--- src/rtl/multisim_axi_outstanding_limiter.sv ---
// AXI pass-through that caps outstanding writes/reads toward the multisim
// push client, orders W behind AW, and flags timeouts and stray responses.
module multisim_axi_outstanding_limiter #(
  parameter type axi_aw_t = logic,
  parameter type axi_w_t  = logic,
  parameter type axi_b_t  = logic,
  parameter type axi_ar_t = logic,
  parameter type axi_r_t  = logic,
  parameter int unsigned MAX_WR = 4,
  parameter int unsigned MAX_RD = 4,
  parameter int unsigned TIMEOUT_CYCLES = 1024,
  parameter int unsigned CW =
    $clog2(((MAX_WR > MAX_RD) ? MAX_WR : MAX_RD) + 1)
) (
  input  logic    clk,
  input  logic    rst_n,
  input  axi_aw_t i_axi_s_aw,
  input  logic    i_axi_s_awvalid,
  output logic    o_axi_s_awready,
  input  axi_w_t  i_axi_s_w,
  input  logic    i_axi_s_wvalid,
  output logic    o_axi_s_wready,
  output axi_b_t  o_axi_s_b,
  output logic    o_axi_s_bvalid,
  input  logic    i_axi_s_bready,
  input  axi_ar_t i_axi_s_ar,
  input  logic    i_axi_s_arvalid,
  output logic    o_axi_s_arready,
  output axi_r_t  o_axi_s_r,
  output logic    o_axi_s_rvalid,
  input  logic    i_axi_s_rready,
  output axi_aw_t o_axi_m_aw,
  output logic    o_axi_m_awvalid,
  input  logic    i_axi_m_awready,
  output axi_w_t  o_axi_m_w,
  output logic    o_axi_m_wvalid,
  input  logic    i_axi_m_wready,
  input  axi_b_t  i_axi_m_b,
  input  logic    i_axi_m_bvalid,
  output logic    o_axi_m_bready,
  output axi_ar_t o_axi_m_ar,
  output logic    o_axi_m_arvalid,
  input  logic    i_axi_m_arready,
  input  axi_r_t  i_axi_m_r,
  input  logic    i_axi_m_rvalid,
  output logic    o_axi_m_rready,
  output logic [CW-1:0] o_wr_outstanding,
  output logic [CW-1:0] o_rd_outstanding,
  output logic    o_timeout,
  output logic    o_protocol_err
);

  localparam int TW =
    (TIMEOUT_CYCLES > 0) ? $clog2(TIMEOUT_CYCLES + 1) : 1;
  localparam logic [CW-1:0] WR_MAX = CW'(MAX_WR);
  localparam logic [CW-1:0] RD_MAX = CW'(MAX_RD);
  localparam logic [TW-1:0] TMO_MAX = TW'(TIMEOUT_CYCLES);
  localparam logic [CW-1:0] ONE = CW'(1);

  logic [CW-1:0] wr_cnt, wr_nxt;
  logic [CW-1:0] rd_cnt, rd_nxt;
  logic [CW-1:0] w_pend, w_pend_nxt;
  logic [TW-1:0] tmo, tmo_nxt;
  logic          tmo_err_nxt, perr_nxt;
  logic          wr_ok, rd_ok, w_ok;
  logic          aw_hs, w_hs, b_hs, ar_hs, r_hs;

  assign wr_ok = (wr_cnt < WR_MAX);
  assign rd_ok = (rd_cnt < RD_MAX);
  assign w_ok  = (w_pend != '0);

  assign o_axi_m_aw      = i_axi_s_aw;
  assign o_axi_m_awvalid = i_axi_s_awvalid & wr_ok;
  assign o_axi_s_awready = i_axi_m_awready & wr_ok;

  assign o_axi_m_w       = i_axi_s_w;
  assign o_axi_m_wvalid  = i_axi_s_wvalid & w_ok;
  assign o_axi_s_wready  = i_axi_m_wready & w_ok;

  assign o_axi_s_b       = i_axi_m_b;
  assign o_axi_s_bvalid  = i_axi_m_bvalid;
  assign o_axi_m_bready  = i_axi_s_bready;

  assign o_axi_m_ar      = i_axi_s_ar;
  assign o_axi_m_arvalid = i_axi_s_arvalid & rd_ok;
  assign o_axi_s_arready = i_axi_m_arready & rd_ok;

  assign o_axi_s_r       = i_axi_m_r;
  assign o_axi_s_rvalid  = i_axi_m_rvalid;
  assign o_axi_m_rready  = i_axi_s_rready;

  assign aw_hs = i_axi_s_awvalid & o_axi_s_awready;
  assign w_hs  = i_axi_s_wvalid & o_axi_s_wready;
  assign b_hs  = i_axi_m_bvalid & i_axi_s_bready;
  assign ar_hs = i_axi_s_arvalid & o_axi_s_arready;
  assign r_hs  = i_axi_m_rvalid & i_axi_s_rready;

  assign o_wr_outstanding = wr_cnt;
  assign o_rd_outstanding = rd_cnt;

  always_comb begin
    wr_nxt = wr_cnt;
    case ({aw_hs, b_hs})
      2'b10:   wr_nxt = wr_cnt + ONE;
      2'b01:   if (wr_cnt != '0) wr_nxt = wr_cnt - ONE;
      default: wr_nxt = wr_cnt;
    endcase

    rd_nxt = rd_cnt;
    case ({ar_hs, r_hs})
      2'b10:   rd_nxt = rd_cnt + ONE;
      2'b01:   if (rd_cnt != '0) rd_nxt = rd_cnt - ONE;
      default: rd_nxt = rd_cnt;
    endcase

    w_pend_nxt = w_pend;
    case ({aw_hs, w_hs})
      2'b10:   if (w_pend != WR_MAX) w_pend_nxt = w_pend + ONE;
      2'b01:   w_pend_nxt = w_pend - ONE;
      default: w_pend_nxt = w_pend;
    endcase

    perr_nxt = o_protocol_err
             | (b_hs & (wr_cnt == '0))
             | (r_hs & (rd_cnt == '0));

    // Idle (nothing outstanding) or any response restarts the window.
    tmo_nxt = tmo;
    if (b_hs | r_hs | ((wr_cnt == '0) & (rd_cnt == '0)))
      tmo_nxt = '0;
    else if (tmo != TMO_MAX)
      tmo_nxt = tmo + TW'(1);

    tmo_err_nxt = o_timeout
                | ((TIMEOUT_CYCLES != 0) & (tmo_nxt == TMO_MAX));
  end

  always_ff @(posedge clk or negedge rst_n) begin
    if (!rst_n) begin
      wr_cnt         <= '0;
      rd_cnt         <= '0;
      w_pend         <= '0;
      tmo            <= '0;
      o_timeout      <= 1'b0;
      o_protocol_err <= 1'b0;
    end else begin
      wr_cnt         <= wr_nxt;
      rd_cnt         <= rd_nxt;
      w_pend         <= w_pend_nxt;
      tmo            <= tmo_nxt;
      o_timeout      <= tmo_err_nxt;
      o_protocol_err <= perr_nxt;
    end
  end

endmodule

--- config.mk ---
export PLATFORM = sky130hd
export DESIGN_NAME = multisim_axi_outstanding_limiter
export DESIGN_NICKNAME = d
export VERILOG_FILES = /design/src/rtl/multisim_axi_outstanding_limiter.sv
export SDC_FILE = /design/constraint.sdc
export NUM_CORES = 1
export LEC_CHECK = 0
export ABC_AREA = 1
export ABC_CLOCK_PERIOD_IN_PS = 2300
export BUFFER_PORTS_ARGS = -buffer_cell sky130_fd_sc_hd__buf_2
export CAP_MARGIN = 20
export CORE_UTILIZATION = 37
export CTS_BUF_LIST = sky130_fd_sc_hd__clkbuf_4
export DETAILED_ROUTE_END_ITERATION = 8
export GPL_ROUTABILITY_DRIVEN = 0
export PLACE_DENSITY = 0.72
export SYNTH_ARGS = -nofsm -noshare
export SYNTH_HDL_FRONTEND = slang
export SYNTH_SLANG_ARGS = --single-unit
--- constraint.sdc ---
create_clock -name clk -period 2.3 [get_ports clk]
set_input_delay 0.345 -clock clk [delete_from_list [all_inputs] [get_ports clk]]
set_output_delay 0.345 -clock clk [all_outputs]
set_load 0.005 [all_outputs]
# Word level (Yosys, flattened, before mapping)
# Index checks and enable logic that the tools add are counted.
totals:
  regBits: 22
  inputBits: 17
  out_inout_bits: 23
  elab_cells: 65
classes:
  add_sub_neg: 7
  n_lt_le_gt_ge: 2
  n_eq_ne: 12
  n_mux: 8
  n_bitwise: 19
  n_reduce_logical: 11
op_table:
  columns: ["cell", "count"]
  rows:
  - ["2-to-1 mux 11 bit", 2]
  - ["one-hot mux 3 bit (2 select lines)", 3]
  - ["bitwise AND 1 bit", 14]
  - ["adder 11 x 1 -> 11 bit (second input constant)", 1]
  - ["== test 11 bit (second input constant)", 1]
  - ["!= test 11 bit (second input constant)", 1]
  - ["adder 3 x 1 -> 3 bit (second input constant)", 3]
  - ["2-to-1 mux 3 bit", 3]
  - ["nonzero test 3 bit", 3]
  - ["subtractor 3 x 1 -> 3 bit (second input constant)", 3]
  - ["== test 2 x 1 -> 1 bit (second input constant)", 3]
  - ["== test 2 bit (second input constant)", 3]
  - ["logical NOT 3 bit", 2]
  - ["less-than comparator 3 bit (second input constant)", 2]
  - ["!= test 2 bit (second input constant)", 3]
  - ["AND reduction 2 bit", 3]
  - ["nonzero test 2 bit", 3]
  - ["OR 1 bit", 5]
  - ["!= test 3 bit (second input constant)", 1]

# Depth between registers and ports, before layout
# Gate-level depths: netlist of the first run.
logic_depth:
  word_depth: 6
  mapped_depth: 11
  mapped_depth_nobuf: 11

# Worst setup path after synthesis of the first run
# Ideal clock, no wire load.
synth_timing:
  path_kind: "reg2reg"
  startpoint: "register wr_cnt[2], in the netlist o_wr_outstanding[2]"
  endpoint: "register wr_cnt[2], in the netlist o_wr_outstanding[2]"
  setup_ns: 0.118
  arrival_time_ns: 1.486
  t_required_ns: 2.182
  path_slack_ns: 0.695
  stages_incl_launch_ff: 9
  path_buffers: 0
  period_less_slack_ns: 1.605
  cell_sequence: "dfrtp_1 inv_2 nand3_1 nand3_1 fa_1 xnor2_1 nor2_1 xor2_1 inv_1"
synth_via:
  elab_chain_len: 6
  word_cells_on_any_way: 13
  cone_classes: "add/sub (2); order compare (1); eq/ne (3); mux (2); bitwise (2); reduce/logical (3)"
synth_rtl:
  columns: ["element", "line_no", "text"]
  rows:
  - ["from (decl)", "60", "logic [CW-1:0] wr_cnt, wr_nxt;"]
  - ["from (signal assigned)", "147", "wr_cnt <= wr_nxt;"]
  - ["less-than comparator 3 bit", "68", "assign wr_ok = (wr_cnt < WR_MAX);"]
  - ["bitwise AND 1 bit", "74", "assign o_axi_s_awready = i_axi_m_awready & wr_ok;"]
  - ["bitwise AND 1 bit", "92", "assign aw_hs = i_axi_s_awvalid & o_axi_s_awready;"]
  - ["== test 2 x 1 -> 1 bit or == test 2 bit (tied branches)", "103", "case ({aw_hs, b_hs})"]
  - ["!= test 2 bit (no source line) or nonzero test 2 bit (tied branches)", null, null]
  - ["AND reduction 2 bit (no source line)", null, null]
# Several ways; a longest one is shown, not always the timed one. The select of a mux whose other input is x is not followed.
# A chain may end at the register's enable or synchronous reset.

# Final worst setup path of the first run
# Ends and elaborated chain as after synthesis.

==> flow_results.xml, run 1 <==
<?xml version="1.0" encoding="UTF-8"?>
<metrics>
  <group name="setup_path">
    <metric name="timing.reg2reg.worst_path_depth" unit="">8</metric>
    <metric name="critical-path-top-delay-family" unit="">flip-flops</metric>
    <metric name="path_max_fanout" unit="">4</metric>
    <metric name="rr_startpoint" unit="">o_wr_outstanding[2]$_DFFE_PN0P_</metric>
    <metric name="timing.critical_path.arrival" unit="ns">1.93</metric>
    <metric name="critical_path.most_common_cell" unit="">sky130_fd_sc_hd__nand3_1</metric>
    <metric name="worstSetupStartpointType" unit="">flop</metric>
    <metric name="buffers_and_inverters_on_the_worst_path" unit="">2</metric>
    <metric name="cp_slowest_cell" unit="">sky130_fd_sc_hd__dfrtp_1</metric>
    <metric name="worst_r2r_endpoint" unit="">o_wr_outstanding[2]$_DFFE_PN0P_</metric>
    <metric name="setup.worst_path.class" unit="">flop to flop</metric>
    <metric name="timing.critical_path.slowest_cell_delay" unit="ns">0.43</metric>
    <metric name="crit_required" unit="ns">2.51</metric>
    <metric name="path_cells" unit="">inv_2 &gt; nand3_1 &gt; nand3_1 &gt; fa_1 &gt; xnor2_1 &gt; nor2_1 &gt; xor2_1 &gt; inv_1</metric>
    <metric name="worst_setup_path_end_kind" unit="">flop</metric>
    <metric name="timing.reg2reg.setup_slack" unit="ns">0.58</metric>
  </group>
  <group name="yosys">
    <metric name="synth.mux.area_fraction" unit="%">0.681</metric>
    <metric name="synth_cell_type_count" unit="">26</metric>
    <metric name="synth_adder_area_share" unit="%">5.79</metric>
    <metric name="synth.yosys.seq_area_share" unit="%">37.4</metric>
    <metric name="netlist_area" unit="µm²">1470</metric>
    <metric name="synth_area_leaders" unit="">sky130_fd_sc_hd__dfrtp_1, sky130_fd_sc_hd__nand2_1, sky130_fd_sc_hd__inv_1</metric>
    <metric name="synth_compound_area_share" unit="%">4.17</metric>
    <metric name="syn_area_cell" unit="µm²">7.50</metric>
    <metric name="synth-xor-area-share" unit="%">5.96</metric>
    <metric name="synth_simple_gate_area_share" unit="%">30.1</metric>
    <metric name="ys_ff_latch" unit="">22</metric>
    <metric name="largest_family_of_logic_cells_by_synthesized_area" unit="">simple AND/OR/NAND/NOR gates</metric>
    <metric name="synth.largest_area_cell" unit="">sky130_fd_sc_hd__dfrtp_1</metric>
    <metric name="count_of_mapped_cells_out_of_synthesis" unit="">196</metric>
    <metric name="synth.top_cell.area_share" unit="%">37.4</metric>
    <metric name="ys.warnings.count" unit="">0</metric>
    <metric name="post_synthesis_net_count" unit="">218</metric>
  </group>
  <group name="placement">
    <metric name="dp_worst_setup_slack" unit="ns">0.586</metric>
    <metric name="post-dp-hpwl" unit="µm">2070</metric>
    <metric name="numPortBuffers" unit="">29</metric>
  </group>
  <group name="sta">
    <metric name="final.period_utilization" unit="%">74.9</metric>
    <metric name="totalNegativeSetupSlack" unit="ns">0</metric>
    <metric name="post-route-min-period" unit="ns">1.72</metric>
    <metric name="worst_slew_margin_rel" unit="%">67.6</metric>
    <metric name="max_freq" unit="MHz">580</metric>
    <metric name="setup-violations-final" unit="">0</metric>
    <metric name="timing_hold_violations_final" unit="">0</metric>
    <metric name="max_slew.worst_pin.slew" unit="ns">0.487</metric>
    <metric name="post-route-worst-setup-slack" unit="ns">0.577</metric>
    <metric name="grt_setup_unrepaired" unit="">false</metric>
    <metric name="final-max-slew-violation-count" unit="">0</metric>
    <metric name="final.setup_skew" unit="ns">0.00372</metric>
  </group>
  <group name="clock_tree">
    <metric name="clk_path_buf_depth" unit="">2</metric>
    <metric name="clock_sink_count" unit="">22</metric>
    <metric name="tritoncts.num_buffers" unit="">3</metric>
    <metric name="clk_latency" unit="ns">0.30</metric>
    <metric name="cells_resized_by_post_cts_repair" unit="">0</metric>
    <metric name="cts.clk_slew.worst_paths" unit="ns">0.11</metric>
    <metric name="cts_tree" unit="">done</metric>
    <metric name="ctsRootBufferMaster" unit="">sky130_fd_sc_hd__clkbuf_4</metric>
    <metric name="cts_setup_buffers" unit="">0</metric>
    <metric name="hold_buffers" unit="">1</metric>
    <metric name="htreeDepth" unit="">1</metric>
  </group>
  <group name="routing">
    <metric name="drtAntennaViolNets" unit="">0</metric>
    <metric name="drcViolationCount" unit="">0</metric>
    <metric name="drt_first_iter_violations" unit="">25</metric>
    <metric name="routed_via_density" unit="">4.49</metric>
    <metric name="vias" unit="">1200</metric>
    <metric name="drt-wirelength-per-cell" unit="µm">9.51</metric>
    <metric name="routed_wirelength" unit="µm">2540</metric>
    <metric name="drt_pass1_iterations" unit="">4</metric>
  </group>
  <group name="floorplanning">
    <metric name="die_width" unit="µm">65.0</metric>
    <metric name="effective_utilization_at_floorplan" unit="%">39.3</metric>
    <metric name="chipHeight" unit="µm">65.0</metric>
    <metric name="floorplan.core_area" unit="µm²">3740</metric>
    <metric name="io-pin-count" unit="">40</metric>
    <metric name="rows" unit="">22</metric>
    <metric name="fp.dieArea" unit="µm²">4230</metric>
  </group>
  <group name="global_routing">
    <metric name="wire_length_of_the_first_global_routing_pass" unit="µm">4370</metric>
    <metric name="antenna_found_initial" unit="">0</metric>
    <metric name="grt.total_usage" unit="%">13.7</metric>
    <metric name="globalRoute.totalOverflow" unit="">0</metric>
    <metric name="vias_in_the_first_global_route" unit="">1052</metric>
    <metric name="grt_max_degree" unit="">23</metric>
  </group>
  <group name="power_and_ir_drop">
    <metric name="peakVddDrop" unit="V">0.000434</metric>
    <metric name="total_power_per_unit_cell_area" unit="nW/µm²">799</metric>
    <metric name="static-leakage-power" unit="nW">0.959</metric>
  </group>
  <group name="outcome">
    <metric name="outcome" unit="">finished, final reports clean</metric>
  </group>
  <group name="hold_path">
    <metric name="hold_class" unit="">primary input to flop</metric>
    <metric name="hold_depth" unit="">3</metric>
    <metric name="hp-start" unit="">i_axi_s_rready</metric>
    <metric name="worstHoldEndpoint" unit="">o_protocol_err$_DFF_PN0_</metric>
  </group>
  <group name="layout">
    <metric name="layout.cells.most_common" unit="">sky130_fd_sc_hd__nand2_1</metric>
    <metric name="drive_gt1_share" unit="%">21.9</metric>
    <metric name="antenna_cells_inserted" unit="">0</metric>
    <metric name="layout_common_cells" unit="">sky130_fd_sc_hd__nand2_1, sky130_fd_sc_hd__inv_1, sky130_fd_sc_hd__buf_2</metric>
    <metric name="syn2layout_area_growth" unit="%">11.1</metric>
    <metric name="numnets_final" unit="">243</metric>
  </group>
  <group name="job">
    <metric name="max_cap_viol_count" unit="">0</metric>
  </group>
</metrics>
logic make-up (layout without fill, tap and decap cells):
group                      Yosys count  after routing
AOI/OAI and AO/OA                   10             10
xor gates and xnor gates            10             10
adders and majority gates            5              5
buffers and inverters               52             75
DFF                                 22             22
muxes                                1              1
and+or+nand+nor                     96             96
report_power, final:
group          leakage, nW  internal (mW)  switching [mW]
registers            0.273          0.486          0.0958
logic                0.672          0.244           0.310
clock network       0.0138         0.0611           0.108
total                0.959          0.791           0.514
area by class of cell:
cell class | instances | area (µm²)
Inverter | 42 | 158
Sequential cell | 22 | 551
Timing Repair Buffer | 30 | 155
Fill cell | 404 | 2110
Clock buffer | 3 | 22.5
Multi-Input combinational cell | 122 | 687
Tap cell | 48 | 60.1
worst max path at each step:
stage,depth (start not counted),endpoint,from
after global routing,8,o_wr_outstanding[2]$_DFFE_PN0P_,o_wr_outstanding[2]$_DFFE_PN0P_
after CTS,8,o_wr_outstanding[2]$_DFFE_PN0P_,o_wr_outstanding[2]$_DFFE_PN0P_
after floorplan,8,o_wr_outstanding[2]$_DFFE_PN0P_,o_wr_outstanding[2]$_DFFE_PN0P_
after global placement,8,o_wr_outstanding[2]$_DFFE_PN0P_,o_wr_outstanding[2]$_DFFE_PN0P_
after detailed placement,8,o_wr_outstanding[2]$_DFFE_PN0P_,i_axi_s_awvalid
final,8,o_wr_outstanding[2]$_DFFE_PN0P_,o_wr_outstanding[2]$_DFFE_PN0P_
tightest hold or removal path, delay by kind of cell:
| family | cells | cell delay, ns |
|---|---|---|
| AO/OA/AOI/OAI | 1 | 0.13 |
| buffers and inverters | 1 | 0.10 |
| AND/OR/NAND/NOR | 1 | 0.09 |
registers in the layout (all words and copies together), names as in the netlist:
signal / cells
o_rd_outstanding: 3
o_wr_outstanding: 3
tmo: 11
o_protocol_err: 1
o_timeout: 1
w_pend: 3
Yosys cell counts:
cell type / number
sky130_fd_sc_hd__nand2_1: 43
sky130_fd_sc_hd__inv_1: 38
sky130_fd_sc_hd__dfrtp_1: 22
sky130_fd_sc_hd__nand3_1: 19
sky130_fd_sc_hd__nor2_1: 17
sky130_fd_sc_hd__buf_4: 10
sky130_fd_sc_hd__xor2_1: 7
sky130_fd_sc_hd__inv_2: 4
sky130_fd_sc_hd__nand3_2: 4
sky130_fd_sc_hd__nor2_2: 4
sky130_fd_sc_hd__o21ai_0: 4
sky130_fd_sc_hd__fa_1: 3
sky130_fd_sc_hd__nor3_1: 3
sky130_fd_sc_hd__xnor2_1: 3
sky130_fd_sc_hd__ha_1: 2
sky130_fd_sc_hd__nand2_2: 2
sky130_fd_sc_hd__nand4_1: 2
sky130_fd_sc_hd__a21oi_1: 1
sky130_fd_sc_hd__a31oi_1: 1
sky130_fd_sc_hd__mux2i_1: 1
sky130_fd_sc_hd__nor2_4: 1
sky130_fd_sc_hd__o21ai_1: 1
sky130_fd_sc_hd__o21ai_2: 1
sky130_fd_sc_hd__o21bai_1: 1
sky130_fd_sc_hd__o221ai_1: 1
sky130_fd_sc_hd__or2_1: 1
metal layers:
metal | part of all wire (%) | routed length (µm) | GRT usage, %
met1 | 47 | 1200 | 16.7
met2 | 47 | 1200 | 22.9
met3 | 3.0 | 75 | 1.58
met4 | 2.7 | 68 | 8.15
met5 | 0 | 0 | 0
stage by stage:
stage                     std cells  power (mW)  cell area (µm²)  utilization (%)  hold slack [ns]
final                           267        1.30             1630             43.6            0.405
after global routing            267        1.43             1630             43.6            0.428
after CTS                       267        1.33             1630             43.6            0.391
after detailed placement        263        1.15             1600             42.7            0.341
after global placement          263        1.13             1600             42.7            0.329
after floorplan                 196       0.986             1470                -           0.0494
No activity file was read; power rests on OpenSTA's default activity.
==> run 2: changes to the inputs <==
--- a/config.mk
+++ b/config.mk
@@ -6,7 +6,7 @@
 export NUM_CORES = 1
 export LEC_CHECK = 0
 export ABC_AREA = 1
-export ABC_CLOCK_PERIOD_IN_PS = 2300
+export ABC_CLOCK_PERIOD_IN_PS = 1700
 export BUFFER_PORTS_ARGS = -buffer_cell sky130_fd_sc_hd__buf_2
 export CAP_MARGIN = 20
 export CORE_UTILIZATION = 37
==> constraint.sdc (replaced) <==
create_clock -name clk -period 1.7 [get_ports clk]
set_input_delay 0.255 -clock clk [delete_from_list [all_inputs] [get_ports clk]]
set_output_delay 0.255 -clock clk [all_outputs]
set_load 0.005 [all_outputs]
==> flow_results.xml, run 2 (synthesized netlist as in run 1, its figures left out) <==
<?xml version="1.0" encoding="UTF-8"?>
<metrics>
  <group name="layout">
    <metric name="final_cell_count_no_fill" unit="">273</metric>
    <metric name="layout_common_cells" unit="">sky130_fd_sc_hd__nand2_1, sky130_fd_sc_hd__inv_1, sky130_fd_sc_hd__buf_2</metric>
    <metric name="antenna_cells_inserted" unit="">0</metric>
    <metric name="syn2layout_area_growth" unit="%">17.4</metric>
    <metric name="largest_register_ffs" unit="">11</metric>
    <metric name="drive_gt1_share" unit="%">25.3</metric>
    <metric name="numnets_final" unit="">248</metric>
    <metric name="layout.cells.most_common" unit="">sky130_fd_sc_hd__nand2_1</metric>
    <metric name="fillers" unit="">380</metric>
    <metric name="layout.cell_area.non_filler" unit="µm²">1730</metric>
    <metric name="largest-register" unit="">tmo</metric>
  </group>
  <group name="setup_path">
    <metric name="timing.reg2reg.worst_path_depth" unit="">7</metric>
    <metric name="worst_r2r_endpoint" unit="">o_rd_outstanding[2]$_DFFE_PN0P_</metric>
    <metric name="setup.worst_path.start" unit="">o_rd_outstanding[2]$_DFFE_PN0P_</metric>
    <metric name="rr_startpoint" unit="">o_rd_outstanding[2]$_DFFE_PN0P_</metric>
    <metric name="worstSetupStartpointType" unit="">flop</metric>
    <metric name="worst_setup_path_end_kind" unit="">flop</metric>
    <metric name="setup.worst_path.class" unit="">flop to flop</metric>
    <metric name="path_max_fanout" unit="">4</metric>
    <metric name="crit_required" unit="ns">1.94</metric>
    <metric name="timing.reg2reg.setup_slack" unit="ns">0.10</metric>
    <metric name="timing.critical_path.arrival" unit="ns">1.84</metric>
  </group>
  <group name="sta">
    <metric name="worst_slew_margin_rel" unit="%">67.2</metric>
    <metric name="final.setup_skew" unit="ns">0.00948</metric>
    <metric name="post-route-worst-setup-slack" unit="ns">0.103</metric>
    <metric name="max_freq" unit="MHz">626</metric>
    <metric name="final.period_utilization" unit="%">93.9</metric>
    <metric name="max_slew.worst_pin.slew" unit="ns">0.493</metric>
    <metric name="setup-violations-final" unit="">0</metric>
    <metric name="timing_hold_violations_final" unit="">0</metric>
    <metric name="post-route-min-period" unit="ns">1.60</metric>
    <metric name="final-max-slew-violation-count" unit="">0</metric>
  </group>
  <group name="floorplanning">
    <metric name="rows" unit="">22</metric>
    <metric name="floorplan.core_area" unit="µm²">3740</metric>
    <metric name="fp.dieArea" unit="µm²">4230</metric>
    <metric name="die_width" unit="µm">65.0</metric>
    <metric name="chipHeight" unit="µm">65.0</metric>
    <metric name="io-pin-count" unit="">40</metric>
    <metric name="effective_utilization_at_floorplan" unit="%">39.3</metric>
  </group>
  <group name="clock_tree">
    <metric name="cts.clk_slew.worst_paths" unit="ns">0.13</metric>
    <metric name="tritoncts.num_buffers" unit="">3</metric>
    <metric name="clk_path_buf_depth" unit="">2</metric>
    <metric name="clk_latency" unit="ns">0.31</metric>
    <metric name="clock_sink_count" unit="">22</metric>
    <metric name="cts_tree" unit="">done</metric>
    <metric name="htreeDepth" unit="">1</metric>
    <metric name="ctsRootBufferMaster" unit="">sky130_fd_sc_hd__clkbuf_4</metric>
  </group>
  <group name="hold_path">
    <metric name="hold_depth" unit="">3</metric>
    <metric name="hold_class" unit="">primary input to flop</metric>
    <metric name="hp-start" unit="">i_axi_s_rready</metric>
    <metric name="worstHoldEndpoint" unit="">o_protocol_err$_DFF_PN0_</metric>
  </group>
  <group name="global_routing">
    <metric name="grt_max_degree" unit="">23</metric>
    <metric name="vias_in_the_first_global_route" unit="">1138</metric>
    <metric name="wire_length_of_the_first_global_routing_pass" unit="µm">4570</metric>
    <metric name="antenna_found_initial" unit="">0</metric>
    <metric name="globalRoute.totalOverflow" unit="">0</metric>
    <metric name="grt.total_usage" unit="%">13.9</metric>
  </group>
  <group name="routing">
    <metric name="drtAntennaViolNets" unit="">0</metric>
    <metric name="routed_wirelength" unit="µm">2660</metric>
    <metric name="vias" unit="">1241</metric>
    <metric name="routed_via_density" unit="">4.55</metric>
    <metric name="drt_pass1_iterations" unit="">4</metric>
    <metric name="drt-wirelength-per-cell" unit="µm">9.73</metric>
    <metric name="drt_first_iter_violations" unit="">51</metric>
    <metric name="drcViolationCount" unit="">0</metric>
  </group>
  <group name="power_and_ir_drop">
    <metric name="switching_power" unit="mW">0.736</metric>
    <metric name="cell_internal_pwr" unit="mW">1.27</metric>
    <metric name="switching_share" unit="%">36.6</metric>
    <metric name="clk_pwr_share" unit="%">19.8</metric>
    <metric name="p_seq_share" unit="%">38.9</metric>
    <metric name="power.combinational.fraction" unit="%">41.2</metric>
    <metric name="static-leakage-power" unit="nW">1.00</metric>
    <metric name="total_power_per_unit_cell_area" unit="nW/µm²">1160</metric>
    <metric name="peakVddDrop" unit="V">0.000727</metric>
    <metric name="report.power.total" unit="mW">2.01</metric>
  </group>
  <group name="job">
    <metric name="max_cap_viol_count" unit="">0</metric>
  </group>
  <group name="placement">
    <metric name="dpl-instance-area" unit="µm²">1640</metric>
    <metric name="dp_worst_setup_slack" unit="ns">-0.00355</metric>
    <metric name="number_of_cells_in_the_design_after_placement" unit="">266</metric>
    <metric name="post-dp-hpwl" unit="µm">1990</metric>
    <metric name="numPortBuffers" unit="">29</metric>
  </group>
  <group name="outcome">
    <metric name="outcome" unit="">finished, final reports clean</metric>
  </group>
</metrics>
==> run 2: changes by cell type in the layout (fill, tap and decap cells not counted) <==
cell and delta:
sky130_fd_sc_hd__buf_12 +1, sky130_fd_sc_hd__buf_4 +4, sky130_fd_sc_hd__bufinv_16 +1, sky130_fd_sc_hd__nand2_1 -1, sky130_fd_sc_hd__nand2_2 +1, sky130_fd_sc_hd__nand3_1 -2
sky130_fd_sc_hd__nand3_2 +2, sky130_fd_sc_hd__o21ai_0 -1, sky130_fd_sc_hd__o21ai_1 +1
==> run 2: routing by layer <==
layer	part of all wire, %	wire [µm]	track usage (%)	vias to the layer above
met1	48	1260	17.8	566
met5	0	0	0	-
li1	-	-	-	643
met3	3.2	84	1.58	2
met2	49	1290	23.6	30
met4	0.64	17	5.71	0
==> run 2: stage by stage <==
stage / hold slack [ns] / utilization (%) / setup TNS [ns]
after floorplan: -0.0406 / - / 0
after global placement: 0.248 / 43.7 / 0
after detailed placement: 0.256 / 43.7 / -0.00355
after CTS: 0.277 / 45.6 / 0
after global routing: 0.313 / 46.1 / -0.00533
final: 0.297 / 46.1 / 0
==> run 2: worst max-delay path: stages (launching register included) <==
cell and delay [ns]:
sky130_fd_sc_hd__dfrtp_1 0.43, sky130_fd_sc_hd__nor2_1 0.08, sky130_fd_sc_hd__nand2_1 0.10, sky130_fd_sc_hd__nand2_2 0.08, sky130_fd_sc_hd__fa_1 0.37, sky130_fd_sc_hd__or2_1 0.23, sky130_fd_sc_hd__nand3_1 0.09, sky130_fd_sc_hd__xor2_1 0.15
==> run 2: what timing repair did <==
| item | in CTS | in global routing |
|---|---|---|
| buffers inserted | 1 | 1 |
| gates resized for setup | 0 | 4 |
| hold buffers | 1 | 0 |
| hold endpoints to repair | 22 | 0 |
| endpoints found under the setup margin | 1 | 3 |
==> run 2: layout make-up <==
cell class | count | area [µm²] | share of cell area (%)
clock buffers | 3 | 22.5 | 1.31
clock inverters | 1 | 30.0 | 1.74
inverters | 42 | 158 | 9.14
multi-input cells | 122 | 699 | 40.5
flip-flops and latches | 22 | 551 | 31.9
well taps | 48 | 60.1 | 3.48
repair buffers | 35 | 205 | 11.9
==> run 2: power by group through the flow <==
| stage | registers (mW) | clock network (mW) | logic (mW) |
|---|---|---|---|
| floorplan | 0.782 | 0 | 0.551 |
| global placement | 0.790 | 0 | 0.758 |
| detailed placement | 0.791 | 0 | 0.784 |
| CTS | 0.780 | 0.421 | 0.811 |
| global route | 0.799 | 0.437 | 0.947 |
| finish | 0.782 | 0.399 | 0.829 |
==> run 2: worst max path at each step <==
stage,endpoint,depth (start not counted),slack (ns)
global placement,o_wr_outstanding[2]$_DFFE_PN0P_,8,0.1
global route,o_rd_outstanding[2]$_DFFE_PN0P_,7,-0.005
CTS,o_wr_outstanding[2]$_DFFE_PN0P_,8,0.03
finish,o_rd_outstanding[2]$_DFFE_PN0P_,7,0.10
detailed placement,o_wr_outstanding[2]$_DFFE_PN0P_,8,-0.004
floorplan,o_wr_outstanding[2]$_DFFE_PN0P_,8,0.1
==> run 3: changes to the inputs <==
--- a/config.mk
+++ b/config.mk
@@ -14,6 +14,7 @@
 export DETAILED_ROUTE_END_ITERATION = 8
 export GPL_ROUTABILITY_DRIVEN = 0
 export PLACE_DENSITY = 0.72
+export REMOVE_ABC_BUFFERS = 1
 export SYNTH_ARGS = -nofsm -noshare
 export SYNTH_HDL_FRONTEND = slang
 export SYNTH_SLANG_ARGS = --single-unit
==> flow_results.xml, run 3 (synthesized netlist as in run 1, its figures left out) <==
<?xml version="1.0" encoding="UTF-8"?>
<metrics>
  <group name="global_routing">
    <metric name="antenna_found_initial" unit="">0</metric>
    <metric name="globalRoute.totalOverflow" unit="">0</metric>
    <metric name="grt_max_degree" unit="">23</metric>
    <metric name="vias_in_the_first_global_route" unit="">1185</metric>
    <metric name="grt.total_usage" unit="%">14.3</metric>
    <metric name="wire_length_of_the_first_global_routing_pass" unit="µm">4750</metric>
  </group>
  <group name="sta">
    <metric name="max_freq" unit="MHz">629</metric>
    <metric name="setup-violations-final" unit="">0</metric>
    <metric name="final.period_utilization" unit="%">93.5</metric>
    <metric name="final.setup_skew" unit="ns">0.00222</metric>
    <metric name="final-max-slew-violation-count" unit="">0</metric>
    <metric name="post-route-worst-setup-slack" unit="ns">0.111</metric>
    <metric name="max_slew.worst_pin.slew" unit="ns">0.500</metric>
    <metric name="post-route-min-period" unit="ns">1.59</metric>
    <metric name="timing_hold_violations_final" unit="">0</metric>
    <metric name="worst_slew_margin_rel" unit="%">66.6</metric>
  </group>
  <group name="layout">
    <metric name="largest_register_ffs" unit="">11</metric>
    <metric name="layout_common_cells" unit="">sky130_fd_sc_hd__nand2_1, sky130_fd_sc_hd__inv_1, sky130_fd_sc_hd__buf_2</metric>
    <metric name="antenna_cells_inserted" unit="">0</metric>
    <metric name="combined_area_of_the_multi_input_logic_cells" unit="µm²">699</metric>
    <metric name="fillers" unit="">393</metric>
    <metric name="syn2layout_area_growth" unit="%">15.3</metric>
    <metric name="largest-register" unit="">tmo</metric>
    <metric name="drive_gt1_share" unit="%">25.0</metric>
    <metric name="layout.cell_area.non_filler" unit="µm²">1700</metric>
    <metric name="sequential_cell_area" unit="µm²">551</metric>
    <metric name="final_core_utilization" unit="%">45.3</metric>
    <metric name="numnets_final" unit="">248</metric>
    <metric name="layout.cells.most_common" unit="">sky130_fd_sc_hd__nand2_1</metric>
  </group>
  <group name="placement">
    <metric name="post-dp-hpwl" unit="µm">2060</metric>
    <metric name="numPortBuffers" unit="">29</metric>
    <metric name="dp_worst_setup_slack" unit="ns">0.0327</metric>
    <metric name="dpl-instance-area" unit="µm²">1640</metric>
  </group>
  <group name="setup_path">
    <metric name="buffers_and_inverters_on_the_worst_path" unit="">2</metric>
    <metric name="crit_required" unit="ns">1.90</metric>
    <metric name="worst_setup_path_end_kind" unit="">flop</metric>
    <metric name="path_cells" unit="">inv_2 &gt; nand3_2 &gt; nand3_2 &gt; fa_1 &gt; xnor2_1 &gt; nor2_1 &gt; xor2_1 &gt; inv_1</metric>
    <metric name="timing.critical_path.slowest_cell_delay" unit="ns">0.39</metric>
    <metric name="timing.critical_path.arrival" unit="ns">1.79</metric>
    <metric name="cp_slowest_cell" unit="">sky130_fd_sc_hd__dfrtp_1</metric>
    <metric name="setup.worst_path.class" unit="">flop to flop</metric>
    <metric name="path_max_fanout" unit="">3</metric>
    <metric name="worstSetupStartpointType" unit="">flop</metric>
    <metric name="critical_path.most_common_cell" unit="">sky130_fd_sc_hd__nand3_2</metric>
    <metric name="timing.reg2reg.setup_slack" unit="ns">0.11</metric>
    <metric name="critical-path-top-delay-family" unit="">flip-flops</metric>
  </group>
  <group name="power_and_ir_drop">
    <metric name="peakVddDrop" unit="V">0.000636</metric>
    <metric name="static-leakage-power" unit="nW">0.988</metric>
    <metric name="total_power_per_unit_cell_area" unit="nW/µm²">1090</metric>
  </group>
  <group name="clock_tree">
    <metric name="ctsRootBufferMaster" unit="">sky130_fd_sc_hd__clkbuf_4</metric>
    <metric name="htreeDepth" unit="">1</metric>
    <metric name="clock_sink_count" unit="">22</metric>
    <metric name="clk_path_buf_depth" unit="">2</metric>
    <metric name="tritoncts.num_buffers" unit="">3</metric>
    <metric name="cts.clk_slew.worst_paths" unit="ns">0.11</metric>
    <metric name="clk_latency" unit="ns">0.29</metric>
    <metric name="cts_tree" unit="">done</metric>
  </group>
  <group name="floorplanning">
    <metric name="fp.dieArea" unit="µm²">4230</metric>
    <metric name="floorplan.core_area" unit="µm²">3740</metric>
    <metric name="io-pin-count" unit="">40</metric>
    <metric name="effective_utilization_at_floorplan" unit="%">39.3</metric>
    <metric name="chipHeight" unit="µm">65.0</metric>
    <metric name="rows" unit="">22</metric>
    <metric name="die_width" unit="µm">65.0</metric>
  </group>
  <group name="routing">
    <metric name="drcViolationCount" unit="">0</metric>
    <metric name="drt_first_iter_violations" unit="">14</metric>
    <metric name="drtAntennaViolNets" unit="">0</metric>
    <metric name="vias" unit="">1235</metric>
    <metric name="routed_via_density" unit="">4.54</metric>
    <metric name="drt_pass1_iterations" unit="">4</metric>
    <metric name="drt-wirelength-per-cell" unit="µm">9.75</metric>
    <metric name="routed_wirelength" unit="µm">2650</metric>
  </group>
  <group name="hold_path">
    <metric name="hold_class" unit="">primary input to flop</metric>
  </group>
  <group name="job">
    <metric name="max_cap_viol_count" unit="">0</metric>
  </group>
  <group name="outcome">
    <metric name="outcome" unit="">finished, final reports clean</metric>
  </group>
</metrics>
## run 3: cell count changes in the layout (fill, tap and decap cells not counted)
cell,previous run,this run
sky130_fd_sc_hd__ha_1,2,1
sky130_fd_sc_hd__nand2_2,3,2
sky130_fd_sc_hd__ha_2,0,1
sky130_fd_sc_hd__nand2_1,42,43
sky130_fd_sc_hd__bufinv_16,1,0
## run 3: through the flow
stage | power, mW | setup TNS, ns | cells | hold slack (ns)
2_1_floorplan | 1.31 | 0 | 186 | -0.0406
3_3_place_gp | 1.56 | 0 | 266 | 0.251
3_5_place_dp | 1.58 | 0 | 266 | 0.250
4_1_cts | 1.84 | 0 | 271 | 0.309
5_1_grt | 2.02 | -0.00194 | 272 | 0.334
6_report | 1.85 | 0 | 272 | 0.320
## run 3: path summary, 6_finish.rpt
path	start	to	cells past startpoint
worst max-delay path	o_wr_outstanding[2]$_DFFE_PN0P_	o_wr_outstanding[2]$_DFFE_PN0P_	8
worst min-delay path	i_axi_s_rready	o_protocol_err$_DFF_PN0_	3
worst max register to register	o_wr_outstanding[2]$_DFFE_PN0P_	o_wr_outstanding[2]$_DFFE_PN0P_	8
worst min register to register	o_timeout$_DFF_PN0_	o_timeout$_DFF_PN0_	2
max in group asynchronous	rst_n	o_wr_outstanding[0]$_DFFE_PN0P_	2
min in group asynchronous	rst_n	o_rd_outstanding[1]$_DFFE_PN0P_	2
## run 3: power breakdown
part           internal, mW  leakage, nW  switching, mW
clock                0.0824       0.0138          0.145
combinational         0.385        0.701          0.469
sequential            0.657        0.273          0.110
total                  1.12        0.988          0.725
## run 3: cell type report
cell class / instances / area share, %
flip-flops and latches: 22 / 32.5
inverters: 42 / 9.30
repair buffers: 35 / 12.1
well taps: 48 / 3.54
multi-input cells: 122 / 41.3
clock buffers: 3 / 1.33
## run 3: metal layers
metal	up-vias	global-route usage (%)	wire (µm)
met5	-	0	0
met4	0	4.89	17
met1	567	16.6	1250
met3	2	2.29	79
met2	24	26.2	1300
li1	642	-	-
## run 3: worst reg2reg max path, delay by kind of cell, from the launching register on
family | cells | cell delay, ns
fa+ha+maj | 1 | 0.39
xor+xnor | 2 | 0.30
buf+inv | 2 | 0.13
simple gates | 3 | 0.30
flops | 1 | 0.39
## run 3: repair_timing
| item | 4_1_cts | 5_1_grt |
|---|---|---|
| gates cloned | 0 | 0 |
| buffers inserted | 1 | 1 |
| hold endpoints to repair | 22 | 0 |
| hold buffers | 1 | 0 |
| setup endpoints to repair | 1 | 4 |
| resized for setup | 0 | 4 |
